<file path="config.mk">
export PLATFORM = sky130hd
export DESIGN_NAME = alu_regfile_pipe
export DESIGN_NICKNAME = d
export VERILOG_FILES = /design/src/rtl/constants_pkg.sv /design/src/rtl/alu_regfile_pipe.sv
export SDC_FILE = /design/constraint.sdc
export NUM_CORES = 1
export LEC_CHECK = 0
export ABC_AREA = 1
export CAP_MARGIN = 10
export CORE_MARGIN = 2
export CORE_UTILIZATION = 30
export DETAILED_ROUTE_END_ITERATION = 10
export PLACE_DENSITY_LB_ADDON = 0.3
export SLEW_MARGIN = 0
export SYNTH_ARGS = -nofsm -noshare
export SYNTH_HDL_FRONTEND = slang
export SYNTH_SLANG_ARGS = --single-unit
</file>
<file path="constraint.sdc">
create_clock -name clk -period 2.41 [get_ports clk]
set_input_delay 0.482 -clock clk [delete_from_list [all_inputs] [get_ports clk]]
set_output_delay 0.482 -clock clk [all_outputs]
set_load 0.02 [all_outputs]
</file>
<file path="src/rtl/constants_pkg.sv">
// Shared operation encoding for the ALU / register-file pipeline.
package constants_pkg;

  typedef enum logic [3:0] {
    NOP       = 4'd0,
    REG_READ  = 4'd1,
    REG_WRITE = 4'd2,
    ADD       = 4'd3,
    ADC       = 4'd4,
    SUB       = 4'd5,
    AND       = 4'd6,
    OR        = 4'd7,
    XOR       = 4'd8
  } ALUOp;

endpackage

</file>
<file path="src/rtl/alu_regfile_pipe.sv">
// Two-stage ALU with register file.
// Issue stage reads operands (with bypass from the execute stage).
// Execute stage updates the register file, the flags and data_out.
module alu_regfile_pipe #(
  parameter int DATA_W   = 8,
  parameter int NUM_REGS = 8,
  localparam int ADDR_W  = $clog2(NUM_REGS)
) (
  input  logic                  clk,
  input  logic                  reset_n,
  input  logic                  op_valid,
  input  constants_pkg::ALUOp   op,
  input  logic [ADDR_W-1:0]     addr_a,
  input  logic [ADDR_W-1:0]     addr_b,
  input  logic [ADDR_W-1:0]     addr_r,
  input  logic [DATA_W-1:0]     data_in,
  output logic [DATA_W-1:0]     data_out,
  output logic                  out_valid,
  output logic                  carry_flag,
  output logic                  zero_flag
);

  import constants_pkg::*;

  // Architectural state
  logic [DATA_W-1:0] r_regs [NUM_REGS];
  logic [DATA_W-1:0] r_data_out;
  logic              r_out_valid;
  logic              r_carry;
  logic              r_zero;

  // Execute-stage pipeline registers
  logic              r_ex_valid;
  ALUOp              r_ex_op;
  logic [ADDR_W-1:0] r_ex_waddr;
  logic [DATA_W-1:0] r_ex_a;
  logic [DATA_W-1:0] r_ex_b;
  logic              r_ex_cin;

  // Execute-stage combinational results
  logic [DATA_W:0]   w_full;
  logic [DATA_W-1:0] w_res;
  logic              w_carry;
  logic              w_zero;
  logic              w_we_raw;
  logic              w_flag_raw;
  logic              w_rd_raw;
  logic              w_ex_we;
  logic              w_ex_flag;
  logic              w_ex_rd;

  // Issue-stage bypassed operands
  logic              w_hit_a;
  logic              w_hit_b;
  logic [DATA_W-1:0] w_opnd_a;
  logic [DATA_W-1:0] w_opnd_b;
  logic              w_cin;

  // Execute-stage datapath: full-width result plus the kind of update it causes
  always_comb begin
    w_full     = {(DATA_W+1){1'b0}};
    w_we_raw   = 1'b0;
    w_flag_raw = 1'b0;
    w_rd_raw   = 1'b0;
    case (r_ex_op)
      REG_WRITE: begin
        w_full   = {1'b0, r_ex_a};
        w_we_raw = 1'b1;
      end
      REG_READ: begin
        w_full   = {1'b0, r_ex_a};
        w_rd_raw = 1'b1;
      end
      ADD: begin
        w_full     = {1'b0, r_ex_a} + {1'b0, r_ex_b};
        w_we_raw   = 1'b1;
        w_flag_raw = 1'b1;
      end
      ADC: begin
        w_full     = {1'b0, r_ex_a} + {1'b0, r_ex_b} + {{DATA_W{1'b0}}, r_ex_cin};
        w_we_raw   = 1'b1;
        w_flag_raw = 1'b1;
      end
      SUB: begin
        // Top bit of the (DATA_W+1)-bit difference is the unsigned borrow.
        w_full     = {1'b0, r_ex_a} - {1'b0, r_ex_b};
        w_we_raw   = 1'b1;
        w_flag_raw = 1'b1;
      end
      AND: begin
        w_full     = {1'b0, r_ex_a & r_ex_b};
        w_we_raw   = 1'b1;
        w_flag_raw = 1'b1;
      end
      OR: begin
        w_full     = {1'b0, r_ex_a | r_ex_b};
        w_we_raw   = 1'b1;
        w_flag_raw = 1'b1;
      end
      XOR: begin
        w_full     = {1'b0, r_ex_a ^ r_ex_b};
        w_we_raw   = 1'b1;
        w_flag_raw = 1'b1;
      end
      default: begin
        w_full     = {(DATA_W+1){1'b0}};
        w_we_raw   = 1'b0;
        w_flag_raw = 1'b0;
        w_rd_raw   = 1'b0;
      end
    endcase
  end

  assign w_res     = w_full[DATA_W-1:0];
  assign w_carry   = w_full[DATA_W];
  assign w_zero    = (w_res == {DATA_W{1'b0}});
  assign w_ex_we   = r_ex_valid & w_we_raw;
  assign w_ex_flag = r_ex_valid & w_flag_raw;
  assign w_ex_rd   = r_ex_valid & w_rd_raw;

  // Forward the value being written this cycle to an op issuing now
  assign w_hit_a  = w_ex_we && (r_ex_waddr == addr_a);
  assign w_hit_b  = w_ex_we && (r_ex_waddr == addr_b);
  assign w_opnd_a = w_hit_a ? w_res : r_regs[addr_a];
  assign w_opnd_b = w_hit_b ? w_res : r_regs[addr_b];
  assign w_cin    = w_ex_flag ? w_carry : r_carry;

  // Issue stage: capture op and bypassed operands at the accepting edge
  always_ff @(posedge clk or negedge reset_n) begin
    if (!reset_n) begin
      r_ex_valid <= 1'b0;
      r_ex_op    <= NOP;
      r_ex_waddr <= {ADDR_W{1'b0}};
      r_ex_a     <= {DATA_W{1'b0}};
      r_ex_b     <= {DATA_W{1'b0}};
      r_ex_cin   <= 1'b0;
    end else begin
      r_ex_valid <= op_valid && (op != NOP);
      r_ex_op    <= op;
      r_ex_waddr <= (op == REG_WRITE) ? addr_a : addr_r;
      r_ex_a     <= (op == REG_WRITE) ? data_in : w_opnd_a;
      r_ex_b     <= w_opnd_b;
      r_ex_cin   <= w_cin;
    end
  end

  // Writeback: only the execute-stage op ever writes the register file
  always_ff @(posedge clk or negedge reset_n) begin
    if (!reset_n) begin
      for (int i = 0; i < NUM_REGS; i++) begin
        r_regs[i] <= {DATA_W{1'b0}};
      end
    end else if (w_ex_we) begin
      r_regs[r_ex_waddr] <= w_res;
    end else begin
      r_regs[r_ex_waddr] <= r_regs[r_ex_waddr];
    end
  end

  // Status flags: updated only by arithmetic/logic ops
  always_ff @(posedge clk or negedge reset_n) begin
    if (!reset_n) begin
      r_carry <= 1'b0;
      r_zero  <= 1'b0;
    end else if (w_ex_flag) begin
      r_carry <= w_carry;
      r_zero  <= w_zero;
    end else begin
      r_carry <= r_carry;
      r_zero  <= r_zero;
    end
  end

  // Read port: data_out holds until the next REG_READ, out_valid pulses once
  always_ff @(posedge clk or negedge reset_n) begin
    if (!reset_n) begin
      r_data_out  <= {DATA_W{1'b0}};
      r_out_valid <= 1'b0;
    end else if (w_ex_rd) begin
      r_data_out  <= w_res;
      r_out_valid <= 1'b1;
    end else begin
      r_data_out  <= r_data_out;
      r_out_valid <= 1'b0;
    end
  end

  assign data_out   = r_data_out;
  assign out_valid  = r_out_valid;
  assign carry_flag = r_carry;
  assign zero_flag  = r_zero;

endmodule

</file>
==> summary.md <==
| Metric | Value |
|---|---|
| DIE AREA | approximately 0.025 mm2 |
| Gate power share | 48.4% |
| Largest family of logic cells by synthesized area | simple AND/OR/NAND/NOR gates |
| Port Buf Inserts | 34 |
| Layout cells sized above 1 | 24.5% |
| WL final | around 26 mm |
| Final critical-path required period | 2440 ps |
| Clock share of power | between 10% and 20% |
| Synthesized cell area | slightly above 0.007 mm2 |
| Vias in the first global route | between 6000 and 7000 |
| Part of the power in registers | around a third |
| DR WL/cell | about 18 um |
| Worst Skew | ~11 ps |
| Total GRT Usage | around a fifth |
| Cells after synthesis | between 1000 and 1500 |
| Diode count | 0 |
| Post-synthesis sequential area ratio | 34.6% |
| Crit. End Element | flip-flop |
| Area contributors post-synth | dfrtp_1, nand2_1, o21ai_0, a21oi_1, inv_1 |
| Synth Area in Compound Gates | between 20% and 30% |
| Nets@finish | 1183 |
| Final Util | between 40% and 50% |
| Setup slack, reg-to-reg | -30 ps |
| Hold crit path type | primary input to asynchronous set/reset pin |
| Reg-to-Reg Start | r_ex_a[0] |
| Pwr per Cell Area | roughly 830 mW/mm2 |
| RePlAce Congestion | ~0.9 |
| Worst setup SP type | flip-flop |
| Pwr Total | just under 8 mW |
| Worst Path Arrival | about 2700 ps |
| Clk slew on worst S/H paths | roughly 70 ps |
| R2r worst-path depth | 15 |
| Iter 0 DRT Violations | about 700 |
| Clock Path Buffers | 2 |
| Post-DRT Antenna Nets | 0 |
| Post-Synth XOR/XNOR Area | less than 1% |
| EDFF count, synth | 0 |
| Final count of pins violating max slew | 0 |
| Via density | around 5.1 |
| 1st-pass router iterations | 6 |
| Max IR drop VDD | around 0.38 mV |
| First-pass GRT wire length | roughly 40 mm |
| Yosys cell types | 47 |
| Synth Net Count | ~1100 |
| Syn-to-layout area delta | 31.8% |
| Chip Width | approximately 160 um |
| Hpwl dp | roughly 19 mm |
| Pre-CTS setup slack | -173 ps |
| CP Class | flip-flop to flip-flop |
| Max_cap viols | 0 |
| Fin. Hold Viols | 0 |
| Vias | 7480 |
| Sw frac | a little over two fifths |
| Synth top area share | 34.6% |
| RR Endpoint | zero_flag |
| TritonCTS sink count | 99 |
| Async SR Flop Fraction | 100% |
| Initial antenna violation count | 0 |
| CTS tree | done |
| Adder and majority gate portion of the synthesized area | 5.10% |
| Required time worst endpoint | ~2700 ps |
| #FFs+latches synth | 99 |
| Post-synthesis mux area share | 0.699% |
| Internal | roughly 4.5 mW |
| Lkg Pwr | 4.31 nW |
| RSZ-0062 raised after global routing | true |
| Clock buffer count from CTS | 9 |
| Non-Filler Instances | approximately 1500 |
| Root Buffer | clkbuf_16 |
| Hold WS | between 20 and 25 ps |
| Yosys warns | 0 |
| Primary FF master, synth | dfrtp_1 |
| Tcrit/Tclk final | 101% |
| # IOs | 35 |
| Slew headroom | between 50% and 60% |
| Die Y | 158 um |
| Status | finished, violations left |
| Core footprint | roughly 0.023 mm2 |
| DRC viols | 0 |
| H-tree depth | 3 |
| Fmax | about 410 MHz |
| Post-Synth Simple-Gate Area | approximately 27% |
| Rows | 56 |
| Largest area contributor in the netlist | dfrtp_1 |
| Worst-margin pin slew | between 600 and 700 ps |
| Largest net degree at the start of global routing | 45 |
| Total congestion overflow | 0 |
| Average size of a mapped cell | about 7 um2 |
| Net Sw Power | 3.35 mW |
| Setup violators final | 5 |
| CP max FO | 5 |
| Setup WS post-layout | -30.1 ps |
| Failing checks | negative setup slack |
| Initial Utilization | a little under a third |
| Placed cells | around 1400 |
| Clk Latency, worst-skew pair | approximately 360 ps |
## stage by stage
stage / setup TNS, ps / instance area, um2
final: -101 / 9440
after global routing: -5790 / 9440
after CTS: 0 / 8870
after detailed placement: -3460 / 8420
after global placement: -1040 / 8420
after floorplan: 0 / 7160
## how the worst max path moves through the flow
| stage | end | depth (start not counted) | slack (ps) | startpoint |
|---|---|---|---|---|
| 6_report | zero_flag | 15 | -30 | r_ex_a[0] |
| 5_1_grt | zero_flag | 15 | -190 | r_ex_b[0] |
| 4_1_cts | r_ex_b[1] | 15 | 8 | r_ex_b[0] |
| 3_5_place_dp | r_regs[14] | 16 | -170 | r_ex_a[0] |
| 3_3_place_gp | r_regs[22] | 16 | -100 | r_ex_a[0] |
| 2_1_floorplan | r_regs[6] | 16 | 90 | r_ex_a[0] |
## worst max-delay path, cell delays in order (launching register included)
cell	delay (ps)
dfrtp_1	390
ha_2	200
inv_2	70
fa_2	420
inv_2	100
nand2_2	70
nor2_4	130
nand3_4	100
nor2_4	180
nand3_2	90
nand2_1	70
nand3_2	140
nand2_4	170
inv_4	60
nand3_1	80
nand2_1	50
## kinds of logic after synthesis
family,count (synthesis)
and+or+nand+nor,425
buffers and inverters,178
adders and majority gates,28
AOI/OAI and AO/OA,280
DFF,99
muxes,5
xor gates and xnor gates,7
## layer usage
metal	vias to the layer above	track usage, %	share of wire [%]
met5	-	0	0
met4	0	6.86	2.4
met3	40	3.29	6.3
met2	288	33.3	48
met1	3537	28.0	44
li1	3615	-	-
## layout by cell type (no fill, tap or decap), types with 5 or more instances in the layout
master / synthesis / layout
buf_4: 3 / 99
o21ai_0: 132 / 104
nand2_1: 214 / 190
o21ai_1: 9 / 25
ha_1: 26 / 19
mux2i_1: 5 / 5
nand3_2: 7 / 32
inv_2: 10 / 15
nand3_4: 1 / 6
nor2_2: 7 / 9
o22ai_1: 13 / 13
dfrtp_1: 99 / 99
clkdlybuf4s50_1: 0 / 33
a21oi_1: 92 / 90
clkbuf_16: 0 / 9
inv_1: 121 / 111
nor2_1: 73 / 63
buf_12: 1 / 6
nor2_4: 1 / 9
nand3_1: 89 / 59
o21ai_2: 1 / 13
nand4_1: 11 / 11
xnor2_1: 7 / 7
a221oi_1: 10 / 10
nand2_2: 9 / 28
nand2_4: 1 / 5
## layout make-up
cell class | count | area (um2)
clock buffers | 9 | 225
repair buffers | 142 | 1240
fillers | 2458 | 14000
clock inverters | 7 | 77.6
multi-input cells | 746 | 4500
inverters | 133 | 517
well taps | 319 | 399
flip-flops and latches | 99 | 2480
## sequential cells by signal, indices dropped and copies added (netlist names)
signal	flops
r_ex_b	8
data_out	8
r_ex_a	8
r_regs	64
carry_flag	1
out_valid	1
zero_flag	1
r_ex_waddr	3
r_ex_op	4
r_ex_valid	1
## Yosys cell counts, types with 2 or more instances
master / instances
a21oi_1: 92
a221oi_1: 10
a22oi_1: 2
a31oi_1: 4
buf_2: 11
buf_4: 3
buf_6: 6
clkbuf_1: 23
clkinv_1: 2
dfrtp_1: 99
fa_1: 2
ha_1: 26
inv_1: 121
inv_2: 10
mux2i_1: 5
nand2_1: 214
nand2_2: 9
nand3_1: 89
nand3_2: 7
nand4_1: 11
nand4_4: 2
nor2_1: 73
nor2_2: 7
nor3_1: 2
nor3_2: 3
o2111ai_1: 2
o21ai_0: 132
o21ai_1: 9
o22ai_1: 13
o31ai_1: 10
xnor2_1: 7
## power by group through the flow
stage          clock (mW)  combinational [mW]  sequential, mW
2_1_floorplan           0                1.93            2.48
3_3_place_gp            0                3.09            2.54
3_5_place_dp            0                3.12            2.54
4_1_cts              1.52                3.31            2.52
5_1_grt              1.59                4.17            2.58
6_report             1.50                3.77            2.53
## timing repair
item | 4_1_cts | 5_1_grt
setup buffers | 1 | 13
resized for setup | 44 | 133
hold buffers | 0 | 0
endpoints found under the setup margin | 69 | 76
pin swaps | 18 | 28
cloned | 1 | 0
Power figures use the tool's default switching activity.
